==> src/rtl/matrix_key_scanner.sv <==
`default_nettype none
// ============================================================================
// Module  : matrix_key_scanner
// Brief   : Row-scanned push-button matrix reader. Drives one row low per scan
//           tick, debounces a single key and reports it over a valid/ack
//           handshake. Optional macro KEY_RELEASE_EVENT_EN adds release events.
// Revision: 1.0 - initial release
// ============================================================================
module matrix_key_scanner #(
  parameter int ROWS             = 4,
  parameter int COLS             = 4,
  parameter int SCAN_DIV         = 16384,
  parameter int DEBOUNCE_SAMPLES = 4,
  localparam int CODE_W = (ROWS * COLS > 1) ? $clog2(ROWS * COLS) : 1
) (
  input  logic              clk,
  input  logic              reset,
  output logic [ROWS-1:0]   rowDrive,
  input  logic [COLS-1:0]   colSense,
  output logic              keyValid,
  output logic [CODE_W-1:0] keyCode,
  input  logic              keyAck,
  output logic              keyOverflow
`ifdef KEY_RELEASE_EVENT_EN
  ,
  output logic              keyRelease
`endif
);

  localparam int ROW_W = (ROWS > 1) ? $clog2(ROWS) : 1;
  localparam int COL_W = (COLS > 1) ? $clog2(COLS) : 1;
  localparam int DIV_W = (SCAN_DIV > 1) ? $clog2(SCAN_DIV) : 1;
  localparam int CNT_W = $clog2(DEBOUNCE_SAMPLES + 1);
  localparam bit ONE_SAMPLE = (DEBOUNCE_SAMPLES == 1);

  localparam logic [1:0] ST_SCAN    = 2'd0;
  localparam logic [1:0] ST_CONFIRM = 2'd1;
  localparam logic [1:0] ST_HELD    = 2'd2;

  logic [COLS-1:0]   sync1_q, sync1_d;
  logic [COLS-1:0]   csync_q, csync_d;
  logic [DIV_W-1:0]  div_q, div_d;
  logic [1:0]        state_q, state_d;
  logic [ROW_W-1:0]  row_q, row_d;
  logic [ROW_W-1:0]  cand_row_q, cand_row_d;
  logic [COL_W-1:0]  cand_col_q, cand_col_d;
  logic [CNT_W-1:0]  cnt_q, cnt_d;
  logic [CNT_W-1:0]  rel_cnt_q, rel_cnt_d;
  logic              key_valid_q, key_valid_d;
  logic [CODE_W-1:0] key_code_q, key_code_d;
  logic              key_ovf_q, key_ovf_d;
`ifdef KEY_RELEASE_EVENT_EN
  logic              key_rel_q, key_rel_d;
`endif

  logic              tick;
  logic              hit;
  logic [COL_W-1:0]  col;
  logic              cand_low;
  logic [ROW_W-1:0]  row_next;
  logic              press_evt;
  logic              rel_evt;
  logic              evt;
  logic [CODE_W-1:0] evt_code;

  // State register
  always_ff @(posedge clk) begin
    if (reset) begin
      sync1_q     <= '1;
      csync_q     <= '1;
      div_q       <= '0;
      state_q     <= ST_SCAN;
      row_q       <= '0;
      cand_row_q  <= '0;
      cand_col_q  <= '0;
      cnt_q       <= '0;
      rel_cnt_q   <= '0;
      key_valid_q <= 1'b0;
      key_code_q  <= '0;
      key_ovf_q   <= 1'b0;
    end else begin
      sync1_q     <= sync1_d;
      csync_q     <= csync_d;
      div_q       <= div_d;
      state_q     <= state_d;
      row_q       <= row_d;
      cand_row_q  <= cand_row_d;
      cand_col_q  <= cand_col_d;
      cnt_q       <= cnt_d;
      rel_cnt_q   <= rel_cnt_d;
      key_valid_q <= key_valid_d;
      key_code_q  <= key_code_d;
      key_ovf_q   <= key_ovf_d;
    end
  end

`ifdef KEY_RELEASE_EVENT_EN
  always_ff @(posedge clk) begin
    if (reset) begin
      key_rel_q <= 1'b0;
    end else begin
      key_rel_q <= key_rel_d;
    end
  end
`endif

  // Lowest-index low column wins when several keys share the scanned row
  always_comb begin
    hit = 1'b0;
    col = '0;
    for (int c = 0; c < COLS; c++) begin
      if (!csync_q[c] && !hit) begin
        hit = 1'b1;
        col = COL_W'(c);
      end
    end
  end

  assign tick     = (div_q == DIV_W'(SCAN_DIV - 1));
  assign cand_low = ~csync_q[cand_col_q];
  assign row_next = (row_q == ROW_W'(ROWS - 1)) ? '0 : row_q + ROW_W'(1);

  // Next-state logic; everything except the synchroniser and divider moves on ticks only
  always_comb begin
    sync1_d    = colSense;
    csync_d    = sync1_q;
    div_d      = tick ? '0 : div_q + DIV_W'(1);
    state_d    = state_q;
    row_d      = row_q;
    cand_row_d = cand_row_q;
    cand_col_d = cand_col_q;
    cnt_d      = cnt_q;
    rel_cnt_d  = rel_cnt_q;
    press_evt  = 1'b0;
    rel_evt    = 1'b0;
    if (tick) begin
      case (state_q)
        ST_SCAN: begin
          if (hit) begin
            cand_row_d = row_q;
            cand_col_d = col;
            cnt_d      = CNT_W'(1);
            rel_cnt_d  = '0;
            if (ONE_SAMPLE) begin
              state_d   = ST_HELD;
              press_evt = 1'b1;
            end else begin
              state_d   = ST_CONFIRM;
            end
          end else begin
            row_d = row_next;
          end
        end
        ST_CONFIRM: begin
          if (cand_low) begin
            cnt_d = cnt_q + CNT_W'(1);
            if (cnt_q + CNT_W'(1) == CNT_W'(DEBOUNCE_SAMPLES)) begin
              state_d   = ST_HELD;
              press_evt = 1'b1;
              rel_cnt_d = '0;
            end
          end else begin
            state_d = ST_SCAN;
          end
        end
        ST_HELD: begin
          if (cand_low) begin
            rel_cnt_d = '0;
          end else if (rel_cnt_q + CNT_W'(1) == CNT_W'(DEBOUNCE_SAMPLES)) begin
            state_d   = ST_SCAN;
            row_d     = row_next;
            rel_cnt_d = '0;
`ifdef KEY_RELEASE_EVENT_EN
            rel_evt   = 1'b1;
`else
            rel_evt   = 1'b0;
`endif
          end else begin
            rel_cnt_d = rel_cnt_q + CNT_W'(1);
          end
        end
        default: begin
          state_d = ST_SCAN;
        end
      endcase
    end
  end

  assign evt      = press_evt | rel_evt;
  assign evt_code = CODE_W'(cand_row_d) * CODE_W'(COLS) + CODE_W'(cand_col_d);

  // Output logic: event emission, overflow and handshake
  always_comb begin
    key_valid_d = key_valid_q;
    key_code_d  = key_code_q;
    key_ovf_d   = 1'b0;
`ifdef KEY_RELEASE_EVENT_EN
    key_rel_d   = key_rel_q;
`endif
    if (evt) begin
      if (!key_valid_q || keyAck) begin
        key_valid_d = 1'b1;
        key_code_d  = evt_code;
`ifdef KEY_RELEASE_EVENT_EN
        key_rel_d   = rel_evt;
`endif
      end else begin
        key_ovf_d   = 1'b1;
      end
    end else if (keyAck && key_valid_q) begin
      key_valid_d = 1'b0;
    end
    rowDrive = ~(ROWS'(1) << row_q);
  end

  assign keyValid    = key_valid_q;
  assign keyCode     = key_code_q;
  assign keyOverflow = key_ovf_q;
`ifdef KEY_RELEASE_EVENT_EN
  assign keyRelease  = key_rel_q;
`endif

endmodule
`default_nettype wire

==> config.mk <==
export PLATFORM = sky130hd
export DESIGN_NAME = matrix_key_scanner
export DESIGN_NICKNAME = d
export VERILOG_FILES = /design/src/rtl/matrix_key_scanner.sv
export SDC_FILE = /design/constraint.sdc
export NUM_CORES = 1
export LEC_CHECK = 0
export CAP_MARGIN = 20
export CORE_ASPECT_RATIO = 1.75
export CORE_MARGIN = 2
export CORE_UTILIZATION = 51
export CTS_BUF_LIST = sky130_fd_sc_hd__clkbuf_8 sky130_fd_sc_hd__clkbuf_16
export DETAILED_ROUTE_END_ITERATION = 7
export PLACE_DENSITY = 0.75
export SETUP_SLACK_MARGIN = 0.1
export SLEW_MARGIN = 20
export SYNTH_ARGS = -nofsm -noshare
export SYNTH_HDL_FRONTEND = slang
export SYNTH_SLANG_ARGS = --single-unit
==> constraint.sdc <==
create_clock -name clk -period 2 [get_ports clk]
set_input_delay 0.4 -clock clk [delete_from_list [all_inputs] [get_ports clk]]
set_output_delay 0.4 -clock clk [all_outputs]
set_load 0.02 [all_outputs]
* Word level (Yosys, flattened, before mapping)
Index checks and enable logic that the tools add are counted.
** Operators by class
- Add/sub/neg operators :: 5
- $mul :: 0
- Div/mod/pow operators :: 0
- Magnitude comparators :: 1
- Equality and inequality tests :: 14
- Shifts and indexed selects :: 1
- Mux-type cells :: 43
- Bitwise gates (word level) :: 2
- Reductions and logical operators :: 24
** Operators with widths (count)
- $mux 2 :: 17
- $mux 3 :: 7
- $reduce_and 5->1 :: 3
- $add 14x1->14 const B :: 1
- $eq 14x14->1 const B :: 1
- $mux 1 :: 14
- $ne 2x2->1 const B :: 6
- $pmux 3 s3 :: 1
- $add 3x1->3 const B :: 2
- $eq 3x3->1 const B :: 2
- $logic_not 1->1 :: 6
- $pmux 2 s3 :: 1
- $pmux 3 s2 :: 1
- $reduce_bool 2->1 :: 3
- $add 4x2->4 :: 1
- $eq 2x2->1 const B :: 2
- $logic_and 1x1->1 :: 4
- $not 4->4 :: 1
- $pmux 2 s2 :: 1
- $reduce_and 2->1 :: 2
- $reduce_and 4->1 :: 1
- $reduce_or 2->1 :: 2
- $shl 1x2->4 const A :: 1
- $lt 2x3->1 const B :: 1
- other kinds (9) :: 9
** Word-level totals
- Flip-flop bits (word level) :: 42
- Bits in latches :: 0
- RAM bits :: 0
- Memory bits (read-only) :: 0
- Memories :: 0

* Depth between registers and ports, before layout
Gate-level depths: netlist of the first run.
- Depth in word-level cells :: 13
- Mapped depth :: 7
- Gate-level depth less buffers :: 6

* Worst setup path after synthesis of the first run
Ideal clock, no wire load.
- Path kind :: flip-flop to flip-flop
- From :: reg div_q[0]
- To :: reg row_q[0]
- Setup time :: 128 ps
- Arrival time :: 1860 ps
- Required time :: 1872 ps
- Path slack :: 12 ps
- Stages on the path, launching flop included :: 8
- Buffers on the path :: 1
- Period minus slack after synthesis :: 1988 ps
- Path through :: dfxtp_1 -> ha_1 -> nand4_4 -> or4_4 -> buf_6 -> a211oi_4 -> mux2i_1 -> nor2_1
** Between the ends
- Longest elaborated chain between the ends :: 2
** Ends and longest elaborated chain
- start, declared :: line 42 : logic [DIV_W-1:0] div_q, div_d;
- start signal, assigned :: line 84 : div_q <= div_d;
- $eq 14x14->1 :: line 119 : assign tick = (div_q == DIV_W'(SCAN_DIV - 1));
- $reduce_and 5->1 (no line)
- end signal, assigned :: line 86 : row_q <= row_d;
- end, declared :: line 44 : logic [ROW_W-1:0] row_q, row_d;
Every way passes these cells.
A chain may end at the register's enable or synchronous reset.

* Final worst setup path of the first run
- From :: reg div_q[0]
- To :: reg row_q[1]
Same word-level chain as after synthesis.

==> qor.txt, run 1 <==
outcome = complete, no violations
Synth Flop Type = dfxtp_1
Post-Route WL = 4200 um
top area cells in the synthesized netlist = dfxtp_1, ha_1, nor2_1, xnor2_1, nand2_1
antenna cells = 0
clk_lat worst skew = 0.30 ns
total power = 1.61 mW
die area = 4530 um^2
part of the Yosys area used for sequential elements = 41.3%
Final min period = 1.87 ns
Synth warnings = 0
post-synthesis xor/xnor area fraction = 6.03%
#FFs+latches synth = 42
mux cell area share after synthesis = 4.06%
Relative slew margins = 72.8%
IR drop worst, VDD = 0.601 mV
largest family of logic cells by synthesized area = simple AND/OR/NAND/NOR gates
critical path class = flop to flop
Antenna Nets Post-Route = 0
CP Max Fanout = 5
DRT Pass-1 Iters = 4
number of synthesized flops with an enable pin = 0
CORE AREA = 3870 um^2
Worst Setup End Kind = flop
gpl congestion = 0.864
Final Hold Vio Count = 0
Hold Path Stages = 1
Worst-path clk slew = 0.08 ns
Synth Net Count = 235
maximum buffer depth of the clock tree = 2
fill cell count = 319
Cell Pwr Density = 647 nW/um^2
clk sink count = 42
GRT Total Usage = 21.0%
most common cell after layout, fill and taps aside = dfxtp_1
port bufs = 16
leak pwr = 0.922 nW
Mapped Cells = 219
average wire per standard cell = 13.9 um
DRC errors left = 0
number of max-cap violations = 0
Worst Hold Slack = 0.408 ns
CTS tree = yes
number of global-route vias before repair = 1618
DRT iter0 DRCs = 40
required time of the critical path = 2.20 ns
Yosys top cell by area = dfxtp_1
initial antenna violation count = 0
Mapped Area = 2030 um^2
width of the die = 51.7 um
Peak Freq = 0.535 GHz
worst slew pin tran = 0.408 ns
Layout area overhead = 22.0%
GR Overflow Total = 0
Crit path arrival time = 2.06 ns
CP startpoint kind = flop
vias per inst = 5.46
reg2reg path depth = 6
Ports = 17
initial core utilization = 52.6%
adder-cell share of the synthesized area = 5.54%
share of synthesized registers carrying an async set or reset = 0%
Synth Area in Simple Gates = 27.7%
CTS H-tree depth = 2
setup violators final = 0
final net count = 270
Rows = 30
TritonCTS Buffers = 5
Die H = 87.6 um
worst hold path class = flop to flop
complex-gate fraction of the synthesized area = 10.9%
Clock Skews = 0.00722 ns
largest net degree at the start of global routing = 21
Slew Viols, Final = 0
share of the synthesized area in the top cell type = 41.3%
most frequent cells in the layout = dfxtp_1, nor2_1, buf_4
CTS Hold Bufs = 0
Yosys cell types = 51
final clock period utilization by the worst path = 93.4%
share of layout cells above drive strength 1 = 22.7%
estimated wirelength of the detail-placed design = 3090 um
root buf cell = clkbuf_8
RSZ-0062 raised after global routing = yes
first-pass GRT wire length = 7060 um
Fin Setup TNS = 0 ns
Syn Area/Cell = 9.29 um^2
vias = 1653
## cells in the mapped netlist (2+ instances only)
cell,n
mux2i_1,6
dfxtp_1,42
inv_1,11
o21ai_0,3
nand4b_1,2
xnor2_1,8
nor2_1,27
a21oi_1,9
clkbuf_1,2
a31oi_1,2
or2_2,9
nor3_1,5
buf_2,2
nor4_2,2
ha_1,9
a21oi_2,2
and3_1,2
a211oi_4,2
o21ai_1,2
a211oi_1,2
nand2_1,17
nor4_1,4
and2_1,2
nand3_1,6
o21bai_1,2
nand4_1,6
xor2_1,6
nand2b_1,4
## timing repair
item / in CTS / in global routing
setup endpoints to repair: 11 / 21
resized for setup: 5 / 4
buffers inserted: 4 / 1
pin swaps: 4 / 3
cloned: 1 / 0
## registers in the layout, indices dropped and copies added, names as in the netlist
| signal | cells |
|---|---|
| keyValid | 1 |
| keyCode | 4 |
| cnt_q | 3 |
| cand_col_q | 2 |
| csync_q | 4 |
| div_q | 14 |
| csync_d | 4 |
| state_q | 2 |
| keyOverflow | 1 |
| cand_row_q | 2 |
| rel_cnt_q | 3 |
| row_q | 2 |
## logic make-up (layout without fill, tap and decap cells)
family,after synthesis,after routing
and+or+nand+nor,99,100
DFF,42,42
AOI/OAI and AO/OA,30,30
buffers and inverters,18,53
xor gates and xnor gates,14,14
adders and majority gates,9,9
muxes,7,7
## critical path, stage by stage (launching register included)
cell and delay, ns:
dfxtp_2 0.35, ha_4 0.15, nand4_4 0.12, or4_4 0.63
a211oi_4 0.24, mux2i_1 0.21, nor2_1 0.05
## through the flow
step                util [%]  std cells  setup slack, ns  cell area (um^2)
detailed placement      59.9        289           0.0448              2320
floorplan                  -        219            0.134              2050
finish                  64.2        303            0.133              2480
global placement        59.9        289           0.0595              2320
CTS                     63.7        302           0.0654              2460
global route            64.2        303          0.00994              2480
## where the power goes
part	total (mW)	internal, mW	switching [mW]
combinational	0.0840	0.0425	0.0415
sequential	0.858	0.849	0.00935
clock	0.665	0.367	0.298
## layout make-up
cell class | instances | area, um^2 | area share [%]
inverter | 11 | 41.3 | 1.66
multi-input combinational | 160 | 1130 | 45.7
clock inverter | 3 | 41.3 | 1.66
tap | 48 | 60.1 | 2.42
timing repair buffer | 34 | 290 | 11.7
clock buffer | 5 | 68.8 | 2.77
sequential | 42 | 846 | 34.1
## worst paths after layout
path / from / slack [ns] / endpoint
max: div_q[0] / 0.13 / row_q[1]
min: csync_d[0] / 0.41 / csync_q[0]
max reg2reg: div_q[0] / 0.13 / row_q[1]
min reg2reg: csync_d[0] / 0.41 / csync_q[0]
## layer usage
metal / track usage (%) / vias to the layer above / routed length [um]
met4: 10.8 / 0 / 90
met1: 21.3 / 804 / 1640
li1: - / 822 / -
met5: 0 / - / 0
met3: 4.78 / 8 / 101
met2: 38.8 / 19 / 2370
(Power assumes the default switching activity.)
==> run 2, diff against run 1 <==
--- a/config.mk
+++ b/config.mk
@@ -11,6 +11,7 @@
 export CORE_UTILIZATION = 51
 export CTS_BUF_LIST = sky130_fd_sc_hd__clkbuf_8 sky130_fd_sc_hd__clkbuf_16
 export DETAILED_ROUTE_END_ITERATION = 7
+export HOLD_SLACK_MARGIN = 0.03
 export PLACE_DENSITY = 0.75
 export SETUP_SLACK_MARGIN = 0.1
 export SLEW_MARGIN = 20
==> results of run 2 <==
Final layout, timing and power as in run 1 (identical DEF).
